===== config.mk =====
export PLATFORM = sky130hd
export DESIGN_NAME = mac_tap_sequencer
export DESIGN_NICKNAME = d
export VERILOG_FILES = /design/src/rtl/conv_pkg.sv /design/src/rtl/sat_acc.sv /design/src/rtl/mac_tap_sequencer.sv
export SDC_FILE = /design/constraint.sdc
export NUM_CORES = 1
export LEC_CHECK = 0
export ABC_CLOCK_PERIOD_IN_PS = 3800
export CAP_MARGIN = 10
export CORE_UTILIZATION = 45
export DETAILED_ROUTE_END_ITERATION = 8
export PLACE_DENSITY = 0.86
export RECOVER_POWER = 50
export SLEW_MARGIN = 10
export SYNTH_ARGS = -nofsm -noshare
export SYNTH_HDL_FRONTEND = slang
export SYNTH_HIERARCHICAL = 1
export SYNTH_SLANG_ARGS = --single-unit

===== constraint.sdc =====
create_clock -name clk -period 3.8 [get_ports clk]
set_input_delay 0.76 -clock clk [delete_from_list [all_inputs] [get_ports clk]]
set_output_delay 0.76 -clock clk [all_outputs]
set_load 0.05 [all_outputs]

===== src/rtl/conv_pkg.sv =====
// Shared encodings for the MAC tap sequencer: conv-type codes, FSM states
// and the multiplier result widths.
package conv_pkg;

   typedef enum logic [1:0] {
      CONV_NONE = 2'b00,
      CONV_2    = 2'b01,
      CONV_4    = 2'b10,
      CONV_8    = 2'b11
   } conv_e;

   typedef enum logic [1:0] {
      ST_IDLE  = 2'd0,
      ST_RUN   = 2'd1,
      ST_DRAIN = 2'd2,
      ST_OUT   = 2'd3
   } state_e;

   localparam int ACC_W_DEF = 24;
   localparam int RES_L_W   = 19;
   localparam int RES_M_W   = 15;

   function automatic logic conv_ok(input logic [1:0] ct);
      return ct != CONV_NONE;
   endfunction

endpackage


===== src/rtl/sat_acc.sv =====
// Signed saturating accumulator: sign-extends a 19-bit product term and adds it,
// clamping at the ACC_W two's-complement bounds with a sticky saturation flag.
module sat_acc
   import conv_pkg::*;
#(
   parameter int ACC_W = ACC_W_DEF
) (
   input  logic                       clk,
   input  logic                       rst,
   input  logic                       clr_i,
   input  logic                       en_i,
   input  logic signed [RES_L_W-1:0]  in_i,
   output logic signed [ACC_W-1:0]    acc_o,
   output logic                       sat_o
);

   localparam logic signed [ACC_W-1:0] ACC_MAX = {1'b0, {(ACC_W-1){1'b1}}};
   localparam logic signed [ACC_W-1:0] ACC_MIN = {1'b1, {(ACC_W-1){1'b0}}};

   logic signed [ACC_W-1:0] acc_q, acc_d;
   logic                    sat_q, sat_d;
   logic signed [ACC_W:0]   sum_w;

   function automatic logic signed [ACC_W-1:0] clamp(input logic signed [ACC_W:0] s);
      if (s[ACC_W] != s[ACC_W-1]) return s[ACC_W] ? ACC_MIN : ACC_MAX;
      return s[ACC_W-1:0];
   endfunction

   function automatic logic overflowed(input logic signed [ACC_W:0] s);
      return s[ACC_W] != s[ACC_W-1];
   endfunction

   // one guard bit above ACC_W exposes overflow of a single add
   assign sum_w = {acc_q[ACC_W-1], acc_q} + {{(ACC_W+1-RES_L_W){in_i[RES_L_W-1]}}, in_i};

   always_comb begin
      acc_d = acc_q;
      sat_d = sat_q;
      if (clr_i) begin
         acc_d = '0;
         sat_d = 1'b0;
      end else if (en_i) begin
         acc_d = clamp(sum_w);
         sat_d = sat_q | overflowed(sum_w);
      end
   end

   always_ff @(posedge clk) begin
      if (!rst) begin
         acc_q <= '0;
         sat_q <= 1'b0;
      end else begin
         acc_q <= acc_d;
         sat_q <= sat_d;
      end
   end

   assign acc_o = acc_q;
   assign sat_o = sat_q;

endmodule


===== src/rtl/mac_tap_sequencer.sv =====
// Feeds data/weight pairs to an external 8x8 multiplier and accumulates its
// L/M results over a configured number of taps, returning both sums on a result port.
module mac_tap_sequencer
   import conv_pkg::*;
#(
   parameter int ACC_W = ACC_W_DEF,
   parameter int CNT_W = 5
) (
   input  logic                      clk,
   input  logic                      rst,
   input  logic                      cfg_start,
   input  logic                      cfg_abort,
   input  logic [CNT_W-1:0]          cfg_taps,
   input  logic [1:0]                cfg_convtypeD,
   input  logic [1:0]                cfg_convtypeW,
   input  logic                      s_valid,
   output logic                      s_ready,
   input  logic [7:0]                s_d,
   input  logic [31:0]               s_w,
   output logic [7:0]                mul_d,
   output logic [7:0]                mul_w1,
   output logic [7:0]                mul_w2,
   output logic [7:0]                mul_w3,
   output logic [7:0]                mul_w4,
   output logic [1:0]                mul_convtypeD,
   output logic [1:0]                mul_convtypeW,
   input  logic signed [RES_L_W-1:0] mul_resL,
   input  logic signed [RES_M_W-1:0] mul_resM,
   output logic                      m_valid,
   input  logic                      m_ready,
   output logic signed [ACC_W-1:0]   m_accL,
   output logic signed [ACC_W-1:0]   m_accM,
   output logic                      m_sat,
   output logic                      busy,
   output logic                      cfg_err
);

   state_e                   state_q, state_d;
   logic [CNT_W-1:0]         taps_q, taps_d;
   logic [CNT_W-1:0]         issued_q, issued_d;
   logic [CNT_W-1:0]         accd_q, accd_d;
   logic [1:0]               ctd_q, ctd_d, ctw_q, ctw_d;
   logic [7:0]               opd_q, opd_d;
   logic [31:0]              opw_q, opw_d;
   logic                     vld_p1_q, vld_p1_d;
   logic                     err_q, err_d;
   logic                     acc_clr, acc_en, s_hs;
   logic                     sat_l, sat_m;
   logic signed [RES_L_W-1:0] res_m_ext;

   assign s_ready   = (state_q == ST_RUN) && (issued_q < taps_q);
   assign s_hs      = s_valid && s_ready;
   assign res_m_ext = {{(RES_L_W-RES_M_W){mul_resM[RES_M_W-1]}}, mul_resM};

   always_comb begin
      state_d  = state_q;
      taps_d   = taps_q;
      ctd_d    = ctd_q;
      ctw_d    = ctw_q;
      issued_d = issued_q;
      accd_d   = accd_q;
      opd_d    = opd_q;
      opw_d    = opw_q;
      vld_p1_d = 1'b0;
      err_d    = 1'b0;
      acc_clr  = 1'b0;
      acc_en   = vld_p1_q;
      if (vld_p1_q) accd_d = accd_q + CNT_W'(1);

      unique case (state_q)
         ST_IDLE: begin
            if (cfg_start && !cfg_abort) begin
               if (cfg_taps == '0 || !conv_ok(cfg_convtypeD) || !conv_ok(cfg_convtypeW)) begin
                  err_d = 1'b1;
               end else begin
                  taps_d   = cfg_taps;
                  ctd_d    = cfg_convtypeD;
                  ctw_d    = cfg_convtypeW;
                  issued_d = '0;
                  accd_d   = '0;
                  acc_clr  = 1'b1;
                  state_d  = ST_RUN;
               end
            end
         end
         ST_RUN: begin
            if (s_hs) begin
               opd_d    = s_d;
               opw_d    = s_w;
               vld_p1_d = 1'b1;
               issued_d = issued_q + CNT_W'(1);
               if (issued_d == taps_q) state_d = ST_DRAIN;
            end
         end
         ST_DRAIN: begin
            if (accd_q == taps_q) state_d = ST_OUT;
         end
         ST_OUT: begin
            if (m_ready) state_d = ST_IDLE;
         end
         default: state_d = ST_IDLE;
      endcase

      // abort discards the in-flight product and any same-cycle handshake
      if (cfg_abort && state_q != ST_IDLE) begin
         state_d  = ST_IDLE;
         issued_d = '0;
         accd_d   = '0;
         opd_d    = opd_q;
         opw_d    = opw_q;
         vld_p1_d = 1'b0;
         acc_clr  = 1'b1;
         acc_en   = 1'b0;
      end
   end

   always_ff @(posedge clk) begin
      if (!rst) begin
         state_q  <= ST_IDLE;
         taps_q   <= '0;
         ctd_q    <= '0;
         ctw_q    <= '0;
         issued_q <= '0;
         accd_q   <= '0;
         opd_q    <= '0;
         opw_q    <= '0;
         vld_p1_q <= 1'b0;
         err_q    <= 1'b0;
      end else begin
         state_q  <= state_d;
         taps_q   <= taps_d;
         ctd_q    <= ctd_d;
         ctw_q    <= ctw_d;
         issued_q <= issued_d;
         accd_q   <= accd_d;
         opd_q    <= opd_d;
         opw_q    <= opw_d;
         vld_p1_q <= vld_p1_d;
         err_q    <= err_d;
      end
   end

   sat_acc #(.ACC_W(ACC_W)) u_acc_l (
      .clk   (clk),
      .rst   (rst),
      .clr_i (acc_clr),
      .en_i  (acc_en),
      .in_i  (mul_resL),
      .acc_o (m_accL),
      .sat_o (sat_l)
   );

   sat_acc #(.ACC_W(ACC_W)) u_acc_m (
      .clk   (clk),
      .rst   (rst),
      .clr_i (acc_clr),
      .en_i  (acc_en),
      .in_i  (res_m_ext),
      .acc_o (m_accM),
      .sat_o (sat_m)
   );

   assign mul_d         = opd_q;
   assign mul_w1        = opw_q[7:0];
   assign mul_w2        = opw_q[15:8];
   assign mul_w3        = opw_q[23:16];
   assign mul_w4        = opw_q[31:24];
   assign mul_convtypeD = ctd_q;
   assign mul_convtypeW = ctw_q;
   assign m_valid       = (state_q == ST_OUT);
   assign m_sat         = sat_l | sat_m;
   assign busy          = (state_q != ST_IDLE);
   assign cfg_err       = err_q;

endmodule

==> out/results.tsv <==
stage	metric	value	unit
run_status	status	complete, no violations	
floorplan	initial_utilization	46.2	%
global_route	grt_usage	24.5	%
synth	synth_area_per_cell	8.45	sq um
routing	drtIter0Drc	434	
clocking	cts_resized	0	
placement	dp_hpwl	15300	um
sta	final-hold-violation-count	0	
finish	regArea	0.00226	sq mm
synth	synth_compound_area_share	25.5	%
power_and_ir_drop	power_density	382	mW/mm^2
clocking	cts_made_buffers	17	
clocking	clk_pin_slew	0.06	ns
clocking	cts.htree.levels	4	
sta	fin_crit	3.46	ns
clocking	cts_setup_buffers	0	
floorplan	die_area	0.0169	sq mm
global_route	grt_max_degree	52	
worst_setup_path	worstPathArrival	2.70	ns
worst_setup_path	cp_num_buf_inv	2	
synth	syn-cell-area	0.00736	sq mm
finish	multi_input_area	0.00484	sq mm
floorplan	core_area	0.0159	sq mm
finish	final_common_cell	dfxtp_1	
finish	diodes	0	
sta	rsz0062_at_grt	no	
clocking	insertion_delay	0.43	ns
floorplan	ios	186	
placement	port_buffers	185	
global_route	first_global_vias	6886	
worst_setup_path	worst-endpoint-required	3.04	ns
power_and_ir_drop	vdd.ir_drop.worst	0.346	mV
clocking	postCtsHoldBufs	0	
synth	ys_top_cells_by_area	dfxtp_1 (31%), ha_1 (10%), mux2i_1 (7.1%)	
sta	finalClockSkew	0.00905	ns
sta	finalCritPeriodShare	91.1	%
global_route	grt_pass1_wl	32500	um
worst_setup_path	critical_path_class	reg2out	
sta	tns	0	ns
finish	utilization	63.6	%
run	drv_cap	0	
clocking	clockBufferDepth	2	
floorplan	die_w	130	um
floorplan	die_y	130	um
routing	drc	0	
finish	layout_common_cells	dfxtp_1 (113), dlygate4sd3_1 (96), o21ai_0 (89), clkdlybuf4s50_1 (89), nor2_1 (75)	
synth	synthCells	872	
worst_setup_path	reg2reg_slack	0.70	ns
synth	synth_adder_area_share	11.0	%
synth	synth-simple-area-share	16.5	%
routing	ant_nets	0	
placement	place_area	0.00956	sq mm
power_and_ir_drop	power	3.88	mW
routing	vias	7289	
sta	worst_slew_pin_slew	1.32	ns
sta	slew_violations	0	
synth	yosys.area.top_type_share	30.7	%
clocking	clock-sinks	113	
synth	ys_seq_elements	113	
global_route	antenna_found_initial	0	
finish	area_delta_synth_final	37.8	%
clocking	tritoncts	done	
worst_setup_path	cpMaxStageDelayCell	clkdlybuf4s50_1	
finish	design_area	0.0101	sq mm
routing	wl_per_cell	15.6	um
routing	dr.pass1.iters	5	
worst_setup_path	slowest_delay	0.82	ns
synth	synth_edf_count	0	
finish	fillers	1311	
power_and_ir_drop	leakagePower	4.84	nW
synth	synth_nets	1022	
synth	synthMuxAreaShare	7.07	%
synth	yosysSeqAreaShare	30.7	%
sta	fmax	0.289	GHz
synth	synth-xor-area-share	5.59	%
synth	synth_top_family_by_area	compound AO/OA/AOI/OAI gates	
sta	max_slew_margin	12.3	%
global_route	gr-total-overflow	0	
placement	placed_cells	1266	
synth	synth_flop_cell	dfxtp_1	
finish	drive_gt1_share	9.89	%
placement	place_congestion	0.940	
synth	synthArstFlopShare	0	%
sta	setup_violations	0	
worst_setup_path	setup.worst_path.start_class	register	
floorplan	fp-row-count	46	
finish	nNetsFinal	1219	
hold_path	min_path_type	reg2reg	
synth	yosysUniqueCellTypes	76	
finish	instances_no_fill	1298	
synth	synth_warnings	6	
worst_setup_path	crit_family	buffers and inverters	
worst_setup_path	critPathMaxFanout	4	
worst_setup_path	crit_chain	inv_1, ha_1, a21o_1, a211o_1, nor2_1, clkdlybuf4s50_1	
synth	yosys.area.top_type	dfxtp_1	
routing	avgViaCountPerCell	5.62	
routing	routed_wl	20200	um
clocking	clock_tree.root_cell	clkbuf_16	
worst_setup_path	critPathCaptureType	output pin	
==> power breakdown <==
part	switching [mW]	internal, mW
clock network	0.669	0.936
registers	0.0355	1.23
logic	0.601	0.404
total	1.31	2.57
==> layout make-up <==
class / count / share of cell area, %
Inverter: 26 / 0.962
Multi-Input combinational cell: 699 / 47.7
Tap cell: 216 / 2.66
Clock inverter: 15 / 1.62
Sequential cell: 113 / 22.3
Clock buffer: 17 / 4.19
Timing Repair Buffer: 212 / 20.6
==> cells by family (layout without fill, tap and decap cells) <==
kind of cell	count (synthesis)	after routing
AOI/OAI and AO/OA	286	286
and+or+nand+nor	250	250
DFF	113	113
adders and majority gates	64	64
buffers and inverters	60	270
muxes	52	52
xor gates and xnor gates	47	47
==> Yosys cell counts, drive strengths merged, types with 3 or more instances <==
cell,number
dfxtp,113
o21ai,91
a21oi,87
nor2,75
nand2,72
ha,59
mux2i,52
xnor2,29
a21o,25
inv,25
nand3,21
clkbuf,18
xor2,18
buf,16
a31oi,13
nor3,13
nand2b,12
o211ai,12
o21a,11
and3,9
a211oi,8
and2,8
nand4,8
nor2b,8
a21boi,7
or3,6
a211o,5
o31ai,5
o221ai,4
maj3,3
nor3b,3
o21bai,3
or2,3
==> per-stage QoR <==
stage          worst slack [ns]  hold slack (ns)
2_1_floorplan             0.730            0.417
3_3_place_gp              0.142            0.440
6_report                  0.340            0.466
4_1_cts                   0.311            0.469
3_5_place_dp             0.0386            0.452
5_1_grt                   0.225            0.506
==> path summary, 6_finish.rpt <==
path                                     from            end  cells past startpoint
worst max-delay path                taps_q[3]        s_ready                      6
worst min register to register  u_acc_l/sat_o  u_acc_l/sat_o                      2
worst min-delay path            u_acc_l/sat_o  u_acc_l/sat_o                      2
worst max register to register      taps_q[3]       opw_q[5]                      9
==> per-layer routing <==
layer	wire length, um	GRT usage, %	vias to the layer above
met3	1760	7.22	38
met4	498	10.7	0
met2	9240	40.9	312
met1	8740	29.3	3362
met5	0	0	-
li1	-	-	3577
==> worst reg2reg max path, stage by stage, from the launching register on <==
cell	delay (ns)
dfxtp_1	0.42
inv_1	0.08
ha_1	0.32
a21o_1	0.19
a211o_1	0.34
nor3b_4	0.31
nand2_2	0.08
clkbuf_2	0.70
mux2i_1	0.46
nor2_1	0.09
==> sequential cells by signal, summed over array words and instances (netlist names) <==
register	flops
issued_q	5
u_acc_m/sat_o	1
accd_q	5
cfg_err	1
taps_q	5
u_acc_l/acc_o	24
mul_d	8
opw_q	32
mul_convtypeD	2
u_acc_m/acc_o	24
state_q	2
u_acc_l/sat_o	1
vld_p1_q	1
mul_convtypeW	2
Power figures use the tool's default switching activity.
